--- src/rtl/dmem_arb_pkg.sv ---
// Shared types and constants for the data-memory arbiter.
// Holds the arbiter state encoding, read-return port tags and default widths.
package dmem_arb_pkg;

    typedef enum logic {
        OPEN  = 1'b0,
        HLOCK = 1'b1
    } arb_state_t;

    localparam logic TAG_CPU  = 1'b0;
    localparam logic TAG_HOST = 1'b1;

    localparam int unsigned DEF_AW         = 8;
    localparam int unsigned DEF_DW         = 16;
    localparam int unsigned DEF_LOCK_MAX   = 4;
    localparam int unsigned DEF_STARVE_MAX = 8;

endpackage

--- src/rtl/dmem_arb_rdret.sv ---
// Read-return steering: registers the tag/valid of a granted read and routes
// the memory's synchronous read data to the port that issued it.
module dmem_arb_rdret
    import dmem_arb_pkg::*;
#(
    parameter int unsigned DW = DEF_DW
) (
    input  logic          clock,
    input  logic          reset,
    input  logic          rd_fire,
    input  logic          rd_tag,
    input  logic [DW-1:0] mem_rdata,
    output logic          cpu_rvalid,
    output logic [DW-1:0] cpu_rdata,
    output logic          host_rvalid,
    output logic [DW-1:0] host_rdata
);

    logic          vld_q;
    logic          tag_q;
    logic [DW-1:0] cpu_hold_q;
    logic [DW-1:0] host_hold_q;

    always_ff @(posedge clock or negedge reset) begin
        if (!reset) begin
            vld_q       <= 1'b0;
            tag_q       <= TAG_CPU;
            cpu_hold_q  <= '0;
            host_hold_q <= '0;
        end else begin
            vld_q       <= rd_fire;
            tag_q       <= rd_tag;
            cpu_hold_q  <= cpu_rdata;
            host_hold_q <= host_rdata;
        end
    end

    // The non-returning port keeps presenting the data it last received.
    assign cpu_rvalid  = vld_q && (tag_q == TAG_CPU);
    assign host_rvalid = vld_q && (tag_q == TAG_HOST);
    assign cpu_rdata   = cpu_rvalid  ? mem_rdata : cpu_hold_q;
    assign host_rdata  = host_rvalid ? mem_rdata : host_hold_q;

endmodule

--- src/rtl/dmem_arbiter.sv ---
// CPU / host-loader arbiter for the single data-memory port.
// Optional starvation guard enabled by defining DMEM_ARB_STARVE_GUARD_EN.
module dmem_arbiter
    import dmem_arb_pkg::*;
#(
    parameter int unsigned AW         = DEF_AW,
    parameter int unsigned DW         = DEF_DW,
    parameter int unsigned LOCK_MAX   = DEF_LOCK_MAX,
    parameter int unsigned STARVE_MAX = DEF_STARVE_MAX
) (
    input  logic          clock,
    input  logic          reset,
    input  logic          cpu_req,
    input  logic          cpu_we,
    input  logic [AW-1:0] cpu_addr,
    input  logic [DW-1:0] cpu_wdata,
    output logic          cpu_gnt,
    output logic          cpu_stall,
    output logic          cpu_rvalid,
    output logic [DW-1:0] cpu_rdata,
    input  logic          host_req,
    input  logic          host_we,
    input  logic          host_lock,
    input  logic [AW-1:0] host_addr,
    input  logic [DW-1:0] host_wdata,
    output logic          host_gnt,
    output logic          host_rvalid,
    output logic [DW-1:0] host_rdata,
    output logic [AW-1:0] mem_addr,
    output logic [DW-1:0] mem_wdata,
    output logic          mem_we,
    input  logic [DW-1:0] mem_rdata
);

    localparam int unsigned LCW = $clog2(LOCK_MAX + 1);

    arb_state_t     state, state_nxt;
    logic [LCW-1:0] lock_cnt, lock_cnt_nxt, lock_inc;
    logic           host_first;
    logic           any_gnt;
    logic [AW-1:0]  sel_addr, addr_q;
    logic [DW-1:0]  sel_wdata, wdata_q;
    logic           sel_we;

    always_ff @(posedge clock or negedge reset) begin
        if (!reset) begin
            state    <= OPEN;
            lock_cnt <= '0;
        end else begin
            state    <= state_nxt;
            lock_cnt <= lock_cnt_nxt;
        end
    end

    // lock_cnt counts host cycles already granted in this lock, the entry grant included.
    assign lock_inc = lock_cnt + LCW'(1);

    always_comb begin
        state_nxt    = state;
        lock_cnt_nxt = lock_cnt;
        case (state)
            OPEN: begin
                if (host_gnt && host_lock && (LOCK_MAX > 1)) begin
                    state_nxt    = HLOCK;
                    lock_cnt_nxt = LCW'(1);
                end
            end
            HLOCK: begin
                if (!host_req || !host_lock || (lock_inc == LCW'(LOCK_MAX))) begin
                    state_nxt    = OPEN;
                    lock_cnt_nxt = '0;
                end else begin
                    lock_cnt_nxt = lock_inc;
                end
            end
            default: begin
                state_nxt    = OPEN;
                lock_cnt_nxt = '0;
            end
        endcase
    end

    always_comb begin
        cpu_gnt  = 1'b0;
        host_gnt = 1'b0;
        case (state)
            OPEN: begin
                if (cpu_req && !(host_req && host_first)) begin
                    cpu_gnt = 1'b1;
                end else if (host_req) begin
                    host_gnt = 1'b1;
                end
            end
            HLOCK: host_gnt = host_req;
            default: ;
        endcase
    end

`ifdef DMEM_ARB_STARVE_GUARD_EN
    logic [3:0] starve_cnt;

    always_ff @(posedge clock or negedge reset) begin
        if (!reset) begin
            starve_cnt <= '0;
        end else if (host_gnt) begin
            starve_cnt <= '0;
        end else if ((state == OPEN) && host_req && (starve_cnt != '1)) begin
            starve_cnt <= starve_cnt + 4'd1;
        end
    end

    assign host_first = (starve_cnt == 4'(STARVE_MAX));
`else
    assign host_first = 1'b0;
`endif

    assign cpu_stall = cpu_req & ~cpu_gnt;
    assign any_gnt   = cpu_gnt | host_gnt;
    assign sel_addr  = host_gnt ? host_addr  : cpu_addr;
    assign sel_wdata = host_gnt ? host_wdata : cpu_wdata;
    assign sel_we    = host_gnt ? host_we    : cpu_we;

    // Idle cycles replay the last granted address/data so the macro pins stay quiet.
    always_ff @(posedge clock or negedge reset) begin
        if (!reset) begin
            addr_q  <= '0;
            wdata_q <= '0;
        end else if (any_gnt) begin
            addr_q  <= sel_addr;
            wdata_q <= sel_wdata;
        end
    end

    assign mem_addr  = any_gnt ? sel_addr  : addr_q;
    assign mem_wdata = any_gnt ? sel_wdata : wdata_q;
    assign mem_we    = any_gnt & sel_we;

    dmem_arb_rdret #(
        .DW(DW)
    ) u_rdret (
        .clock       (clock),
        .reset       (reset),
        .rd_fire     (any_gnt & ~sel_we),
        .rd_tag      (host_gnt ? TAG_HOST : TAG_CPU),
        .mem_rdata   (mem_rdata),
        .cpu_rvalid  (cpu_rvalid),
        .cpu_rdata   (cpu_rdata),
        .host_rvalid (host_rvalid),
        .host_rdata  (host_rdata)
    );

endmodule
--- config.mk ---
export PLATFORM = sky130hd
export DESIGN_NAME = dmem_arbiter
export DESIGN_NICKNAME = d
export VERILOG_FILES = /design/src/rtl/dmem_arb_pkg.sv /design/src/rtl/dmem_arb_rdret.sv /design/src/rtl/dmem_arbiter.sv
export SDC_FILE = /design/constraint.sdc
export NUM_CORES = 1
export LEC_CHECK = 0
export BUFFER_PORTS_ARGS = -buffer_cell sky130_fd_sc_hd__buf_2
export CAP_MARGIN = 20
export CORE_MARGIN = 5
export CORE_UTILIZATION = 46
export CTS_CLUSTER_DIAMETER = 40
export CTS_CLUSTER_SIZE = 16
export DETAILED_ROUTE_END_ITERATION = 10
export GPL_ROUTABILITY_DRIVEN = 0
export PLACE_DENSITY = 0.78
export SYNTH_ARGS = -nofsm -noshare
export SYNTH_HDL_FRONTEND = slang
export SYNTH_HIERARCHICAL = 1
export SYNTH_SLANG_ARGS = --single-unit
--- constraint.sdc ---
create_clock -name clock -period 1.67 [get_ports clock]
set_input_delay 0 -clock clock [delete_from_list [all_inputs] [get_ports clock]]
set_output_delay 0 -clock clock [all_outputs]
set_load 0.01 [all_outputs]
==> out/results.ini <==
[sta]
hold_ws_ns=0.0298
tns_ns=0
period_needed_ns=1.58
finalHoldViolCount=0
drv_slew=0
worst_pin_slew_ns=0.548
finalCritPeriodShare_pct=94.5
rsz0062_at_grt=no
clock_skew_ns=0.00521
setup_viol=0
max_freq_mhz=634
setup_slack_ns=0.0924
maxSlewHeadroom_pct=63.5

[setup_path]
critPathLaunch=u_rdret/tag_q
cp.required_ns=1.67
r2r_cells=4
cp.depth=4
arrival_ns=1.58
crit_path_start_kind=register
critPathTopFamily=flip-flops
cp_max_fo=17
cpPeakStageDelay_ns=0.38
cp_cell_sequence=nand2b_1 -> buf_12 -> mux2_2 -> buf_2
end_kind=output pin
crit_type=reg2out
crit_path_top_delay_cell=dfrtp_1
crit_buf_inv=2
timing.rr.start=state

[hold_path]
hp-class=in2reg
hold_depth=3
min_from=host_addr[5]

[drt]
via_count=2324
drt_iter0_markers=59
finalWirelength_microns=7650
postRouteAntennaNets=0
wl_per_cell_microns=15.9
post-route-drc-count=0
dr.pass1.iters=4
vias_per_cell=4.82

[logic_synthesis]
avgSynthCellArea_sq_um=13.3
yosysWarnings=6
netlist-cell-type-count=27
synth_seq_cells=62
synth_nets=277
synth_area_sq_um=2720
syn_inst=204
yosysSeqAreaShare_pct=57.1

[clocking]
clk_pin_slew_ns=0.06
cts_buffers=9
clock-sinks=62
cts_buffer_depth=2
clock_latency_ns=0.32
cts_tree=done
cts-root-buf=clkbuf_8
htree_levels=3

[global_routing]
grtUsageMet2_pct=33.9
grt_overflow=0
grt_pass1_wl_microns=12200
grt_max_degree=51
top_usage_layer=met2
grt_use_met1_pct=25.2
grtUsageMet3_pct=7.76
antenna_found_initial=0
grt_pass1_vias=2604
grt_usage_pct=21.1

[finish]
final_common_cell=buf_2
nets=475
drive_gt1_share_pct=48.4
mostFrequentLayoutCells=132 x buf_2, 62 x dlygate4sd3_1, 61 x dfrtp_1, 27 x nand2_1, 25 x mux2i_1
layout-area-overhead-vs-synth_pct=57.8
antennaDiodeCount=0
fillers=392
final_core_util_pct=73.8

[placement]
portBuffers=132
dp_slack_ns=0.264
dpl.hpwl_microns=4740

[flow_run]
cap_violations=0

[pwr]
seqPwrFrac_pct=40.7
internal_power_uw=3320
p_clk_share_pct=33.4
leakagePower_uw=0.00219
netSwitchingPower_uw=1200
p_sw_share_pct=26.5
irDropWorstVdd_mv=0.599
power_density_nw_per_um2=1050
comb_power_share_pct=25.8

[die]
initial_utilization_pct=46.7
dieArea_sq_um=7540
io_pins=133
rows=28
die_y_microns=86.9
die_w_microns=86.9
core_area_sq_um=5820

[run_status]
status=completed

-- path summary, 6_finish.rpt --
| check | to | slack (ns) |
|---|---|---|
| max | cpu_rdata[1] | 0.09 |
| min | addr_q[5] | 0.03 |
| max reg2reg | u_rdret/vld_q | 0.19 |
| min reg2reg | u_rdret/host_hold_q[12] | 0.49 |
| max in group asynchronous | u_rdret/cpu_hold_q[14] | 0.81 |
| min in group asynchronous | u_rdret/cpu_hold_q[4] | 0.19 |
-- power groups by stage --
stage	Combinational, uW	Sequential, uW	Clock (uW)
2_1_floorplan	619	1830	0
3_3_place_gp	1010	1840	0
4_1_cts	1150	1830	1540
3_5_place_dp	1030	1860	0
5_1_grt	1270	1860	1620
6_report	1170	1840	1510
-- layout make-up --
cell class	instances	area [sq um]	area share, %
flip-flops and latches	62	1550	36.2
well taps	75	93.8	2.19
inverters	3	23.8	0.554
repair buffers	198	1340	31.2
multi-input cells	128	1050	24.4
clock inverters	3	65.1	1.52
clock buffers	13	169	3.94
-- cells by family (layout without fill, tap and decap cells) --
kind of cell / after synthesis / count (layout) / share of synthesized area, %
and+or+nand+nor: 38 / 38 / 6.81
muxes: 57 / 57 / 23.7
xor gates and xnor gates: 1 / 1 / 0.322
AOI/OAI and AO/OA: 30 / 30 / 6.35
adders and majority gates: 2 / 2 / 0.921
DFF: 62 / 62 / 57.1
buffers and inverters: 14 / 217 / 4.79
-- flip-flops by register name, indices dropped and copies added, names as in the netlist --
name,count
addr_q,8
u_rdret/vld_q,1
u_rdret/cpu_hold_q,16
wdata_q,16
u_rdret/host_hold_q,16
u_rdret/tag_q,1
lock_cnt,3
state,1
-- timing repair --
action | CTS | global route
gates resized for setup | 1 | 9
endpoints found under the setup margin | 25 | 48
buffers inserted | 0 | 0
hold buffers | 62 | 0
endpoints found under the hold margin | 82 | 0
-- Yosys cell counts --
master / count / area [sq um]
buf_2: 2 / 10.0
inv_4: 1 / 6.26
nand2b_4: 1 / 13.8
o2bb2ai_1: 1 / 8.76
nand2b_1: 1 / 6.26
buf_6: 7 / 78.8
nand2_1: 27 / 101
and2_2: 2 / 15.0
o21ai_2: 4 / 35.0
ha_1: 2 / 25.0
nand3_1: 2 / 10.0
mux2i_1: 25 / 250
nor3b_2: 1 / 12.5
nand3b_1: 1 / 7.51
mux2_2: 23 / 259
buf_4: 1 / 7.51
nand2_2: 2 / 12.5
o32ai_1: 1 / 8.76
o21ai_0: 3 / 15.0
dfrtp_1: 62 / 1550
o21ai_1: 20 / 100
buf_12: 1 / 20.0
mux2_4: 9 / 135
and2_1: 1 / 6.26
inv_1: 2 / 7.51
xor2_1: 1 / 8.76
a21oi_1: 1 / 5.00
-- worst min-delay path, cell delays in order --
cell     delay [ns]
buf_2          0.08
mux2i_1        0.06
o21ai_1        0.16
-- per-layer routing --
metal | vias up | share of wire [%]
li1 | 1105 | -
met1 | 1085 | 40
met2 | 121 | 47
met3 | 13 | 11
met4 | 0 | 1.5
met5 | - | 0
-- per-stage QoR --
stage               instances  total power [uW]  instance area, sq um
finish                    482              4510                  4290
global route              482              4750                  4290
CTS                       482              4520                  4260
detailed placement        404              2890                  3400
global placement          404              2850                  3400
floorplan                 204              2450                  2720
Note: power is estimated with default switching activity, not from simulation.
